$ cat src/rtl/switch_filter_pkg.sv
// Shared constants, phase encoding and counter-width helper for the switch debounce filter.
package switch_filter_pkg;

  localparam int SWITCH_FILTER_WIDTH        = 16;
  localparam int SWITCH_FILTER_STABLE_COUNT = 20;

  // Switch positions consumed by the top-level pin-routing multiplexers.
  localparam int SW_PS2_SEL      = 12;
  localparam int SW_VGA_SEL      = 13;
  localparam int SW_AUDIO_SEL    = 14;
  localparam int SW_PROPPLUG_SEL = 15;

  typedef enum logic {
    PH_SETTLE = 1'b0,
    PH_FILTER = 1'b1
  } phase_e;

  function automatic int cnt_w(input int stable_count);
    return (stable_count < 2) ? 1 : $clog2(stable_count);
  endfunction

endpackage

$ cat src/rtl/switch_filter_bit.sv
// One switch bit: optional 2-flop synchronizer (SWITCH_FILTER_SYNC_EN), stability counter,
// debounced flop and one-cycle change strobe.
module switch_filter_bit
  import switch_filter_pkg::*;
#(
  parameter int STABLE_COUNT = SWITCH_FILTER_STABLE_COUNT
) (
  input  logic i_clk,
  input  logic i_reset,
  input  logic i_sample_en,
  input  logic i_settled,
  input  logic i_switch,
  output logic o_db,
  output logic o_changed,
  output logic o_changed_nxt
);

  localparam int             CW       = cnt_w(STABLE_COUNT);
  localparam logic [CW-1:0]  CNT_LAST = CW'(STABLE_COUNT - 1);

  logic          w_s;
  logic [CW-1:0] r_cnt;
  logic [CW-1:0] w_cnt_nxt;
  logic          r_db;
  logic          w_db_nxt;
  logic          r_changed;
  logic          w_changed_nxt;

`ifdef SWITCH_FILTER_SYNC_EN
  logic [1:0] r_sync;

  always_ff @(posedge i_clk) begin
    if (i_reset) begin
      r_sync <= 2'b00;
    end else begin
      r_sync <= {r_sync[0], i_switch};
    end
  end

  assign w_s = r_sync[1];
`else
  assign w_s = i_switch;
`endif

  // Settle phase adopts the pad level directly; filter phase needs STABLE_COUNT disagreeing strobes.
  always_comb begin
    w_cnt_nxt     = r_cnt;
    w_db_nxt      = r_db;
    w_changed_nxt = 1'b0;
    if (i_sample_en) begin
      if (!i_settled) begin
        w_db_nxt = w_s;
      end else if (w_s == r_db) begin
        w_cnt_nxt = '0;
      end else if (r_cnt == CNT_LAST) begin
        w_db_nxt      = w_s;
        w_cnt_nxt     = '0;
        w_changed_nxt = 1'b1;
      end else begin
        w_cnt_nxt = r_cnt + CW'(1);
      end
    end
  end

  always_ff @(posedge i_clk) begin
    if (i_reset) begin
      r_cnt     <= '0;
      r_db      <= 1'b0;
      r_changed <= 1'b0;
    end else begin
      r_cnt     <= w_cnt_nxt;
      r_db      <= w_db_nxt;
      r_changed <= w_changed_nxt;
    end
  end

  assign o_db          = r_db;
  assign o_changed     = r_changed;
  assign o_changed_nxt = w_changed_nxt;

endmodule

$ cat src/rtl/switch_filter.sv
// Slide-switch synchronizer/debounce filter: WIDTH independent bit filters plus the shared
// power-up settle phase and any_change strobe. Optional synchronizer: SWITCH_FILTER_SYNC_EN.
module switch_filter
  import switch_filter_pkg::*;
#(
  parameter int WIDTH        = SWITCH_FILTER_WIDTH,
  parameter int STABLE_COUNT = SWITCH_FILTER_STABLE_COUNT
) (
  input  logic             clock,
  input  logic             reset,
  input  logic             sample_en,
  input  logic [WIDTH-1:0] switch_in,
  output logic [WIDTH-1:0] switch_db,
  output logic [WIDTH-1:0] changed,
  output logic             any_change,
  output logic             settled
);

  localparam int             SW          = cnt_w(STABLE_COUNT);
  localparam logic [SW-1:0]  SETTLE_LAST = SW'(STABLE_COUNT - 1);

  phase_e           r_phase;
  phase_e           w_phase_nxt;
  logic [SW-1:0]    r_settle_cnt;
  logic [SW-1:0]    w_settle_cnt_nxt;
  logic             r_any_change;
  logic             w_settled;
  logic [WIDTH-1:0] w_changed_nxt;

  assign w_settled = (r_phase == PH_FILTER);

  for (genvar gi = 0; gi < WIDTH; gi++) begin : g_bit
    switch_filter_bit #(
      .STABLE_COUNT (STABLE_COUNT)
    ) u_bit (
      .i_clk         (clock),
      .i_reset       (reset),
      .i_sample_en   (sample_en),
      .i_settled     (w_settled),
      .i_switch      (switch_in[gi]),
      .o_db          (switch_db[gi]),
      .o_changed     (changed[gi]),
      .o_changed_nxt (w_changed_nxt[gi])
    );
  end

  // Settle window: counts strobes after reset, then latches into the filter phase.
  always_comb begin
    w_phase_nxt      = r_phase;
    w_settle_cnt_nxt = r_settle_cnt;
    case (r_phase)
      PH_SETTLE: begin
        if (sample_en) begin
          if (r_settle_cnt == SETTLE_LAST) begin
            w_phase_nxt      = PH_FILTER;
            w_settle_cnt_nxt = '0;
          end else begin
            w_settle_cnt_nxt = r_settle_cnt + SW'(1);
          end
        end
      end
      PH_FILTER: begin
        w_phase_nxt = PH_FILTER;
      end
      default: begin
        w_phase_nxt      = PH_SETTLE;
        w_settle_cnt_nxt = '0;
      end
    endcase
  end

  always_ff @(posedge clock) begin
    if (reset) begin
      r_phase      <= PH_SETTLE;
      r_settle_cnt <= '0;
      r_any_change <= 1'b0;
    end else begin
      r_phase      <= w_phase_nxt;
      r_settle_cnt <= w_settle_cnt_nxt;
      r_any_change <= |w_changed_nxt;
    end
  end

  assign any_change = r_any_change;
  assign settled    = w_settled;

endmodule

$ cat config.mk
export PLATFORM = sky130hd
export DESIGN_NAME = switch_filter
export DESIGN_NICKNAME = d
export VERILOG_FILES = /design/src/rtl/switch_filter_pkg.sv /design/src/rtl/switch_filter_bit.sv /design/src/rtl/switch_filter.sv
export SDC_FILE = /design/constraint.sdc
export NUM_CORES = 1
export LEC_CHECK = 0
export BUFFER_PORTS_ARGS = -buffer_cell sky130_fd_sc_hd__buf_2
export CAP_MARGIN = 0
export CORE_ASPECT_RATIO = 1.4
export CORE_UTILIZATION = 60
export DETAILED_ROUTE_END_ITERATION = 8
export HOLD_SLACK_MARGIN = 0.05
export PLACE_DENSITY = 0.8
export SYNTH_ARGS = -nofsm -noshare
export SYNTH_HDL_FRONTEND = slang
export SYNTH_HIERARCHICAL = 1
export SYNTH_SLANG_ARGS = --single-unit
$ cat constraint.sdc
create_clock -name clock -period 3.05 [get_ports clock]
set_input_delay 0.1525 -clock clock [delete_from_list [all_inputs] [get_ports clock]]
set_output_delay 0.1525 -clock clock [all_outputs]
set_load 0.02 [all_outputs]
==> impl_metrics.ini, run 1 <==
[logic_synthesis]
yosysUniqueCellTypes = 41
syn-cell-area_um2 = 6640
ys.flop_type = dfxtp_1
yosysWarningCount = 6
synth-async-reset-ratio = 0
postSynthAreaPerCell_um2 = 9.19
seq_area_frac_synth = 0.359
synth.net_count = 758
synth_seq_cells = 119
postSynthCellCount = 722
synth-compound-area-share = 0.184
synth_xor_area_frac = 0.0313
synthAdderAreaFrac = 0.0321
synth_edf_count = 0
synth_top_family_by_area = simple AND/OR/NAND/NOR gates
synth_mux_area_frac = 0.0256
yosys.area_share.simple = 0.337

[worst_setup_path]
regToRegSetupSlack_ps = 1030
path_depth = 4
critPathKind = reg2reg
critPathTopFamily = flip-flops
critPathSlowestCell = dfxtp_2
cp_max_fo = 46
cpPeakStageDelay_ps = 940
reg2regPathDepth = 4
required_ps = 3330
startpoint_type = register
timing.rr.start = settled
arrival_ps = 2300
endpoint = g_bit[2].u_bit/r_cnt[4]
worst-path-buf-inv = 1
critPathCaptureType = register
crit_chain = buf_4 > nand2_1 > a21oi_1 > a221oi_2
r2r_end = g_bit[2].u_bit/r_cnt[4]
critical_path.startpoint = settled

[layout]
final_nets = 836
final_cell_mix = dfxtp_1, nand2_1, a21oi_1, nand3_1, buf_2
area_delta_synth_final_pct = 18.1
diodes = 0
drive_above_1_share = 0.177
layout_commonest_cell = dfxtp_1
multiInputGateArea_um2 = 4050
final-seq-area_um2 = 2380
fill_cells = 809

[clock_network]
clockRootBuffer = clkbuf_16
clock_path_buffers = 2
path_clk_slew_ps = 50
cts.sinks = 119
cts.htree.levels = 4
clock_latency_ps = 410
cts_buffers = 17
cts_tree = built

[detailed_routing]
wl_per_cell_um = 15.4
wirelength_mm = 14.6
drt_iter0_markers = 239
drt_first_pass_iters = 5
drcViolationCount = 0
postRouteAntennaNets = 0
routed_via_density = 6.16
vias = 5875

[floorplanning]
dieArea_um2 = 11500
core_um2 = 10800
die_x_um = 90.9
die_h_um = 126
rows = 45
start_util = 0.614
ios = 53

[placed_design]
gp_congestion = 0.810
dp_hpwl_mm = 9.66
post-place-ws_ps = 1080
io_buffers = 52

[global_route]
grt_use_total = 0.263
grt_pass1_vias = 5606
grt_pass1_wl_mm = 24.9
grt_max_degree = 58
grt_overflow = 0
antenna_found_initial = 0

[timing]
clock.fmax_ghz = 0.495
slew_viol_final = 0
relSlewSlack = 0.372
fin_tns_setup_ps = 0
finClkSkew_ps = 5.73
tightest_slew_ps = 941
setup_slack_ps = 1030
post-route-min-period_ps = 2020
setup_viol = 0
final.period_utilization = 0.662
hold_violations = 0
rsz0062_at_grt = no

[run]
cap_viol_max_count = 0

[worst_hold_path]
min_path_type = in2reg

[power]
p_leak_nw = 2.59
power.density_nw_per_um2 = 489
peakVddDrop_v = 0.000377

[outcome]
outcome = finished clean
## worst min-delay path by stage
| stage | startpoint | end | slack (ps) | cells after the start |
|---|---|---|---|---|
| 2_1_floorplan | reset | r_settle_cnt[0] | 220 | 1 |
| 3_3_place_gp | switch_in[5] | g_bit[5].u_bit/o_db | 430 | 3 |
| 3_5_place_dp | switch_in[4] | g_bit[4].u_bit/o_db | 440 | 3 |
| 4_1_cts | switch_in[2] | g_bit[2].u_bit/o_db | 70 | 3 |
| 5_1_grt | switch_in[2] | g_bit[2].u_bit/o_db | 90 | 3 |
| 6_report | switch_in[2] | g_bit[2].u_bit/o_db | 90 | 3 |
## cells in the mapped netlist (8+ instances only)
cell type,number,area [um^2]
dfxtp_1,119,2380
nand2_1,84,315
a21oi_1,76,380
nand3_1,56,280
inv_1,32,120
nand2b_1,24,150
o32ai_1,23,201
or3_1,19,119
a221oi_2,18,270
and4b_1,18,180
nor2_1,18,67.6
ha_1,17,213
mux2i_1,17,170
buf_1,16,60.1
nor3_1,16,80.1
or2b_1,16,120
nand3b_1,11,82.6
a21boi_1,9,67.6
nand4_1,9,56.3
nand4_4,9,191
nand4bb_4,9,248
o31ai_1,9,67.6
xor2_2,9,146
o21ai_0,8,40.0
## state kept, by name, summed over array words and instances (netlist names)
signal / count
g_bit.u_bit/r_cnt: 80
any_change: 1
g_bit.u_bit/o_changed: 16
g_bit.u_bit/o_db: 16
settled: 1
r_settle_cnt: 5
## per-stage QoR
| step | utilization | cells | area (um^2) | hold WS, ps | power (mW) |
|---|---|---|---|---|---|
| after floorplan | - | 722 | 6640 | 222 | 1.75 |
| after global placement | 0.656 | 907 | 7090 | 434 | 1.82 |
| after detailed placement | 0.656 | 907 | 7090 | 443 | 1.83 |
| after CTS | 0.725 | 954 | 7840 | 73.3 | 3.86 |
| after global routing | 0.725 | 954 | 7840 | 85.5 | 3.95 |
| final | 0.725 | 954 | 7840 | 86.5 | 3.83 |
## power breakdown
part           internal (mW)  switching, mW  total, mW
sequential              1.57         0.0159       1.59
combinational         0.0834          0.143      0.227
clock                   1.34          0.678       2.01
total                   2.99          0.837       3.83
## layer usage
| metal | share of wire | GRT usage |
|---|---|---|
| met5 | 0 | 0 |
| met4 | 0.017 | 0.111 |
| met3 | 0.040 | 0.0600 |
| met2 | 0.52 | 0.475 |
| met1 | 0.42 | 0.294 |
## repair_timing
action | CTS | global route
gates resized for setup | 0 | 0
buffers inserted | 0 | 0
hold buffers | 15 | 0
hold endpoints to repair | 15 | 0
## layout make-up
| cell class | instances | share of cell area |
|---|---|---|
| Clock buffer | 22 | 0.0605 |
| Clock inverter | 10 | 0.0160 |
| Inverter | 39 | 0.0187 |
| Multi-Input combinational cell | 548 | 0.516 |
| Sequential cell | 119 | 0.304 |
| Tap cell | 141 | 0.0225 |
| Timing Repair Buffer | 75 | 0.0619 |
## worst reg2reg max path, cell delays in order (launching register included)
cell and delay [ps]:
dfxtp_2 940, buf_4 370, nand2_1 220, a21oi_1 280
a221oi_2 80
## cell families after synthesis
family | Yosys count
buffers and inverters | 55
AOI/OAI and AO/OA | 166
muxes | 17
xor gates and xnor gates | 16
and+or+nand+nor | 332
adders and majority gates | 17
DFF | 119
Power figures use the tool's default switching activity.
==> inputs of run 2 (changes only) <==
==> constraint.sdc (replaced) <==
create_clock -name clock -period 1.98 [get_ports clock]
set_input_delay 0.099 -clock clock [delete_from_list [all_inputs] [get_ports clock]]
set_output_delay 0.099 -clock clock [all_outputs]
set_load 0.02 [all_outputs]
==> impl_metrics.ini, run 2 (synthesis gave the netlist of run 1 again) <==
[floorplanning]
die_h_um = 126
die_x_um = 90.9
start_util = 0.614
dieArea_um2 = 11500
core_um2 = 10800
rows = 45
ios = 53

[clock_network]
cts_buffers = 17
cts.sinks = 119
cts.htree.levels = 4
cts_resized = 0
ctsHoldBuffers = 16
path_clk_slew_ps = 50
clock_path_buffers = 2
cts_tree = built
clockRootBuffer = clkbuf_16
clock_latency_ps = 410
post-cts-setup-buffers = 0

[power]
peakVddDrop_v = 0.000615
power.density_nw_per_um2 = 755
power_mw = 6.02
p_leak_nw = 2.67

[global_route]
grt_use_total = 0.280
grt_pass1_wl_mm = 26.4
grt_pass1_vias = 5754
antenna_found_initial = 0
grt_overflow = 0
grt_max_degree = 54

[timing]
finClkSkew_ps = 6.79
hold_violations = 0
final.period_utilization = 0.879
post-route-min-period_ps = 1740
clock.fmax_ghz = 0.575
fin_tns_setup_ps = 0
tightest_slew_ps = 520
setup_viol = 0
relSlewSlack = 0.652
slew_viol_final = 0
rsz0062_at_grt = no

[worst_hold_path]
min_to = r_settle_cnt[1]
min_path_type = in2reg
hold_path_depth = 2
hold_start = reset

[detailed_routing]
wl_per_cell_um = 16.0
vias = 5981
drt_first_pass_iters = 6
postRouteAntennaNets = 0
routed_via_density = 6.20
drt_iter0_markers = 418
wirelength_mm = 15.4
drcViolationCount = 0

[layout]
largest_register_ff_count = 80
diodes = 0
area_delta_synth_final_pct = 20.3
layout_commonest_cell = dfxtp_1
drive_above_1_share = 0.188
top_register = g_bit.u_bit/r_cnt
final_nets = 847
design_area_um2 = 7980
fill_cells = 784
final_cell_mix = dfxtp_1, nand2_1, a21oi_1, nand3_1, buf_2

[run]
cap_viol_max_count = 0

[worst_setup_path]
path_common_cell = buf_4
critPathKind = reg2reg
timing.rr.start = settled
crit_chain = buf_4 > buf_4 > nand3_1 > nor2_1 > nor4_1 > a41oi_1
reg2regPathDepth = 6
cpPeakStageDelay_ps = 500
required_ps = 2250
arrival_ps = 2000
critPathCaptureType = register
r2r_end = any_change
critPathSlowestCell = dfxtp_4
cp_max_fo = 44
regToRegSetupSlack_ps = 240
startpoint_type = register

[placed_design]
dp_hpwl_mm = 9.86
gp_congestion = 0.829
io_buffers = 52
placed_area_um2 = 7200

[outcome]
outcome = finished clean
## run 2: cell count changes in the layout (fill, tap and decap cells not counted), sizes merged
cell and delta:
clkbuf +1, dlygate4sd3 +1, buf +10, clkinv -1
## run 2: how the worst max path moves through the flow
| stage | from | endpoint | cells past startpoint |
|---|---|---|---|
| 2_1_floorplan | settled | g_bit[3].u_bit/r_cnt[4] | 3 |
| 3_3_place_gp | settled | any_change | 5 |
| 3_5_place_dp | settled | any_change | 6 |
| 4_1_cts | settled | any_change | 6 |
| 5_1_grt | settled | any_change | 6 |
| 6_report | settled | any_change | 6 |
## run 2: area by class of cell
type,instances,area (um^2),area share
inverter,39,146,0.0183
clock buffer,23,498,0.0624
tap,141,176,0.0221
timing repair buffer,86,608,0.0762
sequential,119,2390,0.299
multi-input combinational,548,4050,0.507
clock inverter,9,120,0.0150
## run 2: worst max-delay path: cells and delay by family, from the launching register on
kind | cells | cell delay (ps)
flops | 1 | 500
buf+inv | 2 | 440
simple gates | 3 | 460
compound gates | 1 | 170
## run 2: metrics by stage
step / instances / worst slack (ps) / util / hold WS (ps)
final: 965 / 240 / 0.738 / 62.1
after global routing: 965 / 166 / 0.738 / 91.6
after CTS: 965 / 272 / 0.738 / 53.8
after detailed placement: 917 / 293 / 0.666 / 392
after global placement: 917 / 318 / 0.666 / 378
after floorplan: 722 / 310 / - / 162
## run 2: routing by layer
layer,routed length [um],GRT usage
met1,6380,0.318
met2,7920,0.498
met5,0,0
met4,500,0.138
met3,638,0.0558
## run 2: power breakdown
part	leakage, nW	internal (mW)	switching (mW)
Sequential	0.962	2.42	0.0243
Combinational	1.40	0.151	0.229
Clock	0.312	2.13	1.07
==> inputs of run 3 (changes only) <==
--- a/config.mk
+++ b/config.mk
@@ -7,7 +7,7 @@
 export LEC_CHECK = 0
 export BUFFER_PORTS_ARGS = -buffer_cell sky130_fd_sc_hd__buf_2
 export CAP_MARGIN = 0
-export CORE_ASPECT_RATIO = 1.4
+export CORE_ASPECT_RATIO = 0.5
 export CORE_UTILIZATION = 60
 export DETAILED_ROUTE_END_ITERATION = 8
 export HOLD_SLACK_MARGIN = 0.05
@@ -16,3 +16,4 @@
 export SYNTH_HDL_FRONTEND = slang
 export SYNTH_HIERARCHICAL = 1
 export SYNTH_SLANG_ARGS = --single-unit
+export TNS_END_PERCENT = 1
==> impl_metrics.ini, run 3 (synthesis gave the netlist of run 1 again) <==
[outcome]
outcome = finished clean

[worst_hold_path]
min_path_type = in2reg

[layout]
largest_register_ff_count = 80
final_nets = 846
diodes = 0
drive_above_1_share = 0.185
design_area_um2 = 8020
final_cell_mix = dfxtp_1, nand2_1, a21oi_1, nand3_1, buf_2
layout_commonest_cell = dfxtp_1
top_register = g_bit.u_bit/r_cnt
area_delta_synth_final_pct = 20.8
final_core_util = 0.765

[worst_setup_path]
arrival_ps = 2080
worst-path-buf-inv = 1
required_ps = 2230
cp_max_fo = 32
critPathTopFamily = simple AND/OR/NAND/NOR gates
critPathSlowestCell = nor4_1
crit_chain = buf_4 > nand3_1 > nor2_1 > nor4_1 > a41oi_1
critPathCaptureType = register
critPathKind = reg2reg
cpPeakStageDelay_ps = 600
startpoint_type = register

[detailed_routing]
vias = 5904
routed_via_density = 6.13
wirelength_mm = 15.1
drt_iter0_markers = 359
drt_first_pass_iters = 5
wl_per_cell_um = 15.6
drcViolationCount = 0
postRouteAntennaNets = 0

[placed_design]
dp_hpwl_mm = 9.52
gp_congestion = 0.821
placed_area_um2 = 7210
post-place-ws_ps = 298
io_buffers = 52

[timing]
setup_slack_ps = 149
finClkSkew_ps = 8.54
slew_viol_final = 0
clock.fmax_ghz = 0.546
final.period_utilization = 0.925
hold_violations = 0
post-route-min-period_ps = 1830
setup_viol = 0
rsz0062_at_grt = no
relSlewSlack = 0.561
fin_tns_setup_ps = 0
tightest_slew_ps = 652

[clock_network]
clockRootBuffer = clkbuf_16
clock_path_buffers = 2
clock_latency_ps = 410
cts_tree = built
cts.sinks = 119
post-cts-setup-buffers = 0
cts.htree.levels = 4
path_clk_slew_ps = 60
cts_buffers = 17

[floorplanning]
ios = 53
die_x_um = 151
dieArea_um2 = 11500
core_um2 = 10500
die_h_um = 76.4
start_util = 0.633
rows = 26

[global_route]
antenna_found_initial = 0
grt_pass1_wl_mm = 25.7
grt_max_degree = 48
grt_pass1_vias = 5510
grt_overflow = 0
grt_use_total = 0.276

[power]
power_mw = 6.22
power.density_nw_per_um2 = 776
p_leak_nw = 2.68
peakVddDrop_v = 0.000455

[run]
cap_viol_max_count = 0
run 3: layout make-up:
cell class	instances	area [um^2]
Tap cell	140	175
Fill cell	740	2460
Multi-Input combinational cell	548	4050
Timing Repair Buffer	85	613
Sequential cell	119	2390
Clock buffer	23	478
Inverter	39	146
Clock inverter	9	170
run 3: what timing repair did:
| item | CTS | global route |
|---|---|---|
| endpoints found under the hold margin | 16 | 0 |
| gates resized for setup | 0 | 0 |
| hold buffers | 16 | 0 |
run 3: worst paths after layout:
kind                                               from                       end  slack [ps]  depth (start not counted)
worst min-delay path                              reset  g_bit[10].u_bit/r_cnt[1]         100                          2
worst max register to register                  settled                any_change         150                          5
worst max-delay path                            settled                any_change         150                          5
worst min register to register  g_bit[5].u_bit/r_cnt[1]   g_bit[5].u_bit/r_cnt[1]         470                          2
run 3: routing by layer:
metal | global-route usage | vias up | wire length, um
met5 | 0 | - | 0
met4 | 0.0880 | 0 | 171
met3 | 0.0491 | 23 | 542
met2 | 0.469 | 127 | 7360
met1 | 0.354 | 2865 | 7000
li1 | - | 2889 | -
run 3: where the power goes:
| group | internal (mW) | total [mW] | switching, mW |
|---|---|---|---|
| registers | 2.42 | 2.44 | 0.0238 |
| clock network | 2.33 | 3.40 | 1.07 |
| logic | 0.149 | 0.377 | 0.228 |
run 3: stage by stage:
step           instances  hold WS [ps]
2_1_floorplan        722           162
3_3_place_gp         915           379
3_5_place_dp         915           387
4_1_cts              963          89.1
5_1_grt              963           140
6_report             963           101
